**src/rtl/bsg_chip_reset_sequencer.sv**
```systemverilog
// Staged chip reset release: core reset drops after a hold window, link reset
// drops after a further stagger window. Release counter built only when BSG_CHIP_RESET_SEQ_COUNT_EN is defined.
module bsg_chip_reset_sequencer #(
    parameter int hold_cycles_p    = 16,
    parameter int stagger_cycles_p = 4
) (
    input  logic       clk_i,
    input  logic       reset_n_i,
    input  logic       tag_new_i,
    input  logic       tag_reset_i,
    output logic       core_reset_o,
    output logic       link_reset_o,
    output logic       busy_o,
    output logic [7:0] release_count_o
);

    localparam logic [15:0] HOLD_LD    = 16'(hold_cycles_p - 1);
    localparam logic [15:0] STAGGER_LD = 16'(stagger_cycles_p - 1);

    typedef enum logic [1:0] {
        ST_ASSERTED,
        ST_HOLD,
        ST_STAGGER,
        ST_RUN
    } state_t;

    state_t      r_state;
    logic [15:0] r_cnt;
    logic        r_req_vld;
    logic        r_req_rst;
    logic        r_core;
    logic        r_link;
    logic        r_busy;

    logic w_assert_req;
    logic w_release_req;
    logic w_seq_done;

    // Tag payload is registered first so the FSM never sees a combinational input path.
    assign w_assert_req  = r_req_vld &  r_req_rst;
    assign w_release_req = r_req_vld & ~r_req_rst;
    assign w_seq_done    = (r_state == ST_STAGGER) && (r_cnt == 16'd0) && !w_assert_req;

    always_ff @(posedge clk_i or negedge reset_n_i) begin
        if (!reset_n_i) begin
            r_state   <= ST_ASSERTED;
            r_cnt     <= 16'd0;
            r_req_vld <= 1'b0;
            r_req_rst <= 1'b0;
            r_core    <= 1'b1;
            r_link    <= 1'b1;
            r_busy    <= 1'b0;
        end else begin
            r_req_vld <= tag_new_i;
            r_req_rst <= tag_reset_i;
            case (r_state)
                ST_ASSERTED: begin
                    if (w_release_req) begin
                        r_state <= ST_HOLD;
                        r_cnt   <= HOLD_LD;
                        r_busy  <= 1'b1;
                    end
                end
                ST_HOLD, ST_STAGGER: begin
                    // An assert request wins over the counter expiring in the same cycle.
                    if (w_assert_req) begin
                        r_state <= ST_ASSERTED;
                        r_cnt   <= 16'd0;
                        r_core  <= 1'b1;
                        r_link  <= 1'b1;
                        r_busy  <= 1'b0;
                    end else if (r_cnt != 16'd0) begin
                        r_cnt <= r_cnt - 16'd1;
                    end else if (r_state == ST_HOLD) begin
                        r_state <= ST_STAGGER;
                        r_cnt   <= STAGGER_LD;
                        r_core  <= 1'b0;
                    end else begin
                        r_state <= ST_RUN;
                        r_link  <= 1'b0;
                        r_busy  <= 1'b0;
                    end
                end
                ST_RUN: begin
                    if (w_assert_req) begin
                        r_state <= ST_ASSERTED;
                        r_core  <= 1'b1;
                        r_link  <= 1'b1;
                    end
                end
                default: begin
                    r_state <= ST_ASSERTED;
                    r_cnt   <= 16'd0;
                    r_core  <= 1'b1;
                    r_link  <= 1'b1;
                    r_busy  <= 1'b0;
                end
            endcase
        end
    end

    assign core_reset_o = r_core;
    assign link_reset_o = r_link;
    assign busy_o       = r_busy;

`ifdef BSG_CHIP_RESET_SEQ_COUNT_EN
    logic [7:0] r_rel_cnt;

    always_ff @(posedge clk_i or negedge reset_n_i) begin
        if (!reset_n_i) begin
            r_rel_cnt <= 8'd0;
        end else if (w_seq_done && (r_rel_cnt != 8'hFF)) begin
            r_rel_cnt <= r_rel_cnt + 8'd1;
        end
    end

    assign release_count_o = r_rel_cnt;
`else
    logic w_unused;
    assign w_unused        = w_seq_done;
    assign release_count_o = 8'd0;
`endif

endmodule

```
**config.mk**
```make
export PLATFORM = sky130hd
export DESIGN_NAME = bsg_chip_reset_sequencer
export DESIGN_NICKNAME = d
export VERILOG_FILES = /design/src/rtl/bsg_chip_reset_sequencer.sv
export SDC_FILE = /design/constraint.sdc
export NUM_CORES = 1
export LEC_CHECK = 0
export CAP_MARGIN = 0
export CORE_ASPECT_RATIO = 1.4
export CORE_MARGIN = 4
export CORE_UTILIZATION = 50
export CTS_BUF_LIST = sky130_fd_sc_hd__clkbuf_8
export DETAILED_ROUTE_END_ITERATION = 6
export MAX_ROUTING_LAYER = met4
export PLACE_DENSITY_LB_ADDON = 0.3
export SKIP_CTS_REPAIR_TIMING = 1
export SLEW_MARGIN = 30
export SYNTH_ARGS = -nofsm -noshare
export SYNTH_HDL_FRONTEND = slang
export SYNTH_SLANG_ARGS = --single-unit
```
**constraint.sdc**
```tcl
create_clock -name clk_i -period 2.7 [get_ports clk_i]
set_input_delay 0.405 -clock clk_i [delete_from_list [all_inputs] [get_ports clk_i]]
set_output_delay 0.405 -clock clk_i [all_outputs]
set_load 0.02 [all_outputs]
```
==> out/metrics.yaml <==
outcome:
  status: "finished, final reports clean"
timing:
  layout_min_cycle_time_ns: 2.43
  setup_repair_after_global_routing_missed_its_margin: "false"
  worst_hold_slack_ns: 0.473
  final.setup_skew_ns: 0.00700
  finalSetupViolations: 0
  finalHoldViolations: 0
  finalMaxSlewViolations: 0
  maxSlewHeadroom_pct: 62.8
  finalCritPeriodShare_pct: 90.1
  totalNegativeSetupSlack_ns: 0
  tightestPinTransition_ns: 0.558
  max_clock_freq_ghz: 0.411
worst_setup_path:
  crit_path_max_incr_delay_ns: 0.60
  crit_path_max_fanout: 15
  worst_r2r_startpoint: "r_cnt[0]"
  timing.setup.critical_path_class: "reg2reg"
  cp-end-kind: "flop"
  worst_ep_arrival_time_ns: 2.61
  slowest_cell_on_crit_path: "sky130_fd_sc_hd__a41o_1"
  reg2reg_slack_ns: 0.27
  timing.critical_path.cells: "inv_1 > ha_1 > or3b_1 > nor3_1 > a41o_1 > a2bb2oi_1 > o31ai_1"
  critPathLaunchType: "flop"
  worstPathRequired_ns: 2.87
  crit_path_start: "r_cnt[0]"
  crit_end: "r_cnt[13]"
  ff2ff_path_depth: 7
  regToRegEndpoint: "r_cnt[13]"
routing:
  post_drt_via_cell_ratio: 6.09
  routed_wl_um: 2990
  post-route-drc-count: 0
  detail_route.first_pass.iterations: 4
  final_antenna_net_count: 0
  drt-initial-drc-count: 41
  wire_per_inst_um: 15.5
  route.vias.total: 1175
logic_synthesis:
  ys_ff_latch: 23
  main_flop_type_after_synthesis: "sky130_fd_sc_hd__dfrtp_1"
  async_flop_share_pct: 100
  syn-instance-count: 149
  edff_count_synth: 0
  synthDistinctLibCells: 43
  synthesis.area_mm2: 0.00140
  postSynthAreaPerCell_um2: 9.39
  synth-warning-count: 0
  synth-seq-area-share_pct: 41.3
clock_network:
  tritoncts: "yes"
  clock_tree.buffer_depth: 2
  cts.reportedPaths.clkPinSlew_ns: 0.08
  clock_tree.htree_level_count: 1
  cts_buffers: 3
  clkLatencyLatePin_ns: 0.27
  num_clock_sinks: 23
  clk_tree_root_cell: "sky130_fd_sc_hd__clkbuf_8"
finish:
  final_core_util_pct: 57.1
  regArea_um2: 578
  drive_gt1_share_pct: 8.92
  multi_input_area_um2: 737
  fillers: 242
  nNetsFinal: 168
  instances_no_fill: 193
  layout_area_overhead_pct: 7.96
  final_area_mm2: 0.00151
  antenna_cells: 0
grt:
  grt_antenna_before_repair: 0
  grt_start_max_net_pins: 24
  grt.total_usage_pct: 18.9
  grt_first_pass_wirelength_um: 5300
  first_global_vias: 1172
  grt-ovfl-total: 0
pwr:
  leakage_dissipation_uw: 0.000643
  power.density_cell_area_mw_per_mm2: 849
  ir_worst_vdd_v: 0.000588
run:
  max_capacitance_violation_total: 0
placed_design:
  dpl-instance-area_mm2: 0.00147
  placement.io_buffers: 6
  globalplace.congestion: 0.802
  placed_cells_incl_taps: 189
  dpl.hpwl_um: 2250
die:
  io_pins: 15
  full_die_area_mm2: 0.00372
  chipWidth_um: 52.7
  fp.coreArea_mm2: 0.00264
  start_util_pct: 52.9
  placement_rows: 22
  floorplan.die.height_um: 70.6
worst_hold_path:
  worst_hold_path_type: "in2async"
[metal layers]
metal | share of wire (%) | track usage (%)
met5 | 0 | -
met4 | 2.2 | 7.39
met3 | 3.8 | 2.32
met2 | 52 | 31.1
met1 | 42 | 23.2
[Yosys cell counts, types with 2 or more instances]
cell / count / area, um2
sky130_fd_sc_hd__nand2b_1: 2 / 12.5
sky130_fd_sc_hd__a21o_1: 2 / 15.0
sky130_fd_sc_hd__a21oi_2: 2 / 17.5
sky130_fd_sc_hd__nand2_1: 17 / 63.8
sky130_fd_sc_hd__nor2_1: 6 / 22.5
sky130_fd_sc_hd__or3_1: 6 / 37.5
sky130_fd_sc_hd__nor4_1: 2 / 12.5
sky130_fd_sc_hd__nand4_1: 2 / 12.5
sky130_fd_sc_hd__o31ai_1: 3 / 22.5
sky130_fd_sc_hd__dfstp_2: 2 / 52.6
sky130_fd_sc_hd__o211ai_1: 5 / 37.5
sky130_fd_sc_hd__nor3b_1: 3 / 22.5
sky130_fd_sc_hd__a2bb2oi_1: 3 / 26.3
sky130_fd_sc_hd__inv_1: 6 / 22.5
sky130_fd_sc_hd__dfrtp_1: 21 / 526
sky130_fd_sc_hd__o41ai_1: 3 / 26.3
sky130_fd_sc_hd__nand3_1: 3 / 15.0
sky130_fd_sc_hd__o21ai_1: 7 / 35.0
sky130_fd_sc_hd__o21ai_0: 5 / 25.0
sky130_fd_sc_hd__a2bb2oi_2: 2 / 30.0
sky130_fd_sc_hd__o311ai_1: 4 / 35.0
sky130_fd_sc_hd__o22ai_1: 2 / 12.5
sky130_fd_sc_hd__a21oi_1: 6 / 30.0
sky130_fd_sc_hd__buf_4: 9 / 67.6
sky130_fd_sc_hd__ha_1: 6 / 75.1
sky130_fd_sc_hd__nor3_1: 3 / 15.0
[layout make-up]
cell class              instances  share of cell area, %
inverters                       6                   1.49
clock buffers                   3                   2.73
clock inverters                 1                  0.249
multi-input cells             115                   48.8
repair buffers                  9                   5.47
flip-flops and latches         23                   38.3
well taps                      36                   2.98
[cell usage in the layout, fill, tap and decap left out, drive strengths merged, types with 6 or more instances in the layout]
cell / count
a21oi: 8
inv: 7
nand2: 17
conb: 8
nor2: 6
dfrtp: 21
o21ai: 12
or3: 6
ha: 6
clkdlybuf4s50: 6
[report_power, final]
group          leakage, uW  internal [uW]  switching, uW
clock            0.0000269            102            112
combinational     0.000328            232            365
sequential        0.000288            415           56.8
total             0.000643            749            534
[sequential cells by signal, summed over array words and instances (netlist names)]
register      flops
r_cnt            16
link_reset_o      1
core_reset_o      1
busy_o            1
r_state           2
r_req_rst         1
r_req_vld         1
[worst min path at each step]
stage | end | slack (ns)
after floorplan | busy_o | 0.11
after detailed placement | link_reset_o | 0.47
after global placement | r_cnt[10] | 0.47
after global routing | r_cnt[8] | 0.51
after CTS | link_reset_o | 0.48
final | r_cnt[8] | 0.47
[cells by family (layout without fill, tap and decap cells)]
kind of cell,Yosys count,in the layout,synth area share (%)
AOI/OAI and AO/OA,51,51,26.7
DFF,23,23,41.3
and+or+nand+nor,50,50,18.5
other,1,8,0.268
buffers and inverters,18,19,7.87
adders and majority gates,6,6,5.37
[critical path: cells and delay by family (launching register included)]
family          cells  cell delay (ns)
compound gates      3             0.85
simple gates        2             0.75
flops               1             0.42
buf+inv             1             0.12
fa+ha+maj           1             0.20
[through the flow]
stage	power, uW	worst slack (ns)
2_1_floorplan	914	0.689
3_5_place_dp	1070	0.340
3_3_place_gp	1050	0.440
4_1_cts	1280	0.287
5_1_grt	1370	0.0631
6_report	1280	0.267
No activity file was read; power rests on OpenSTA's default activity.
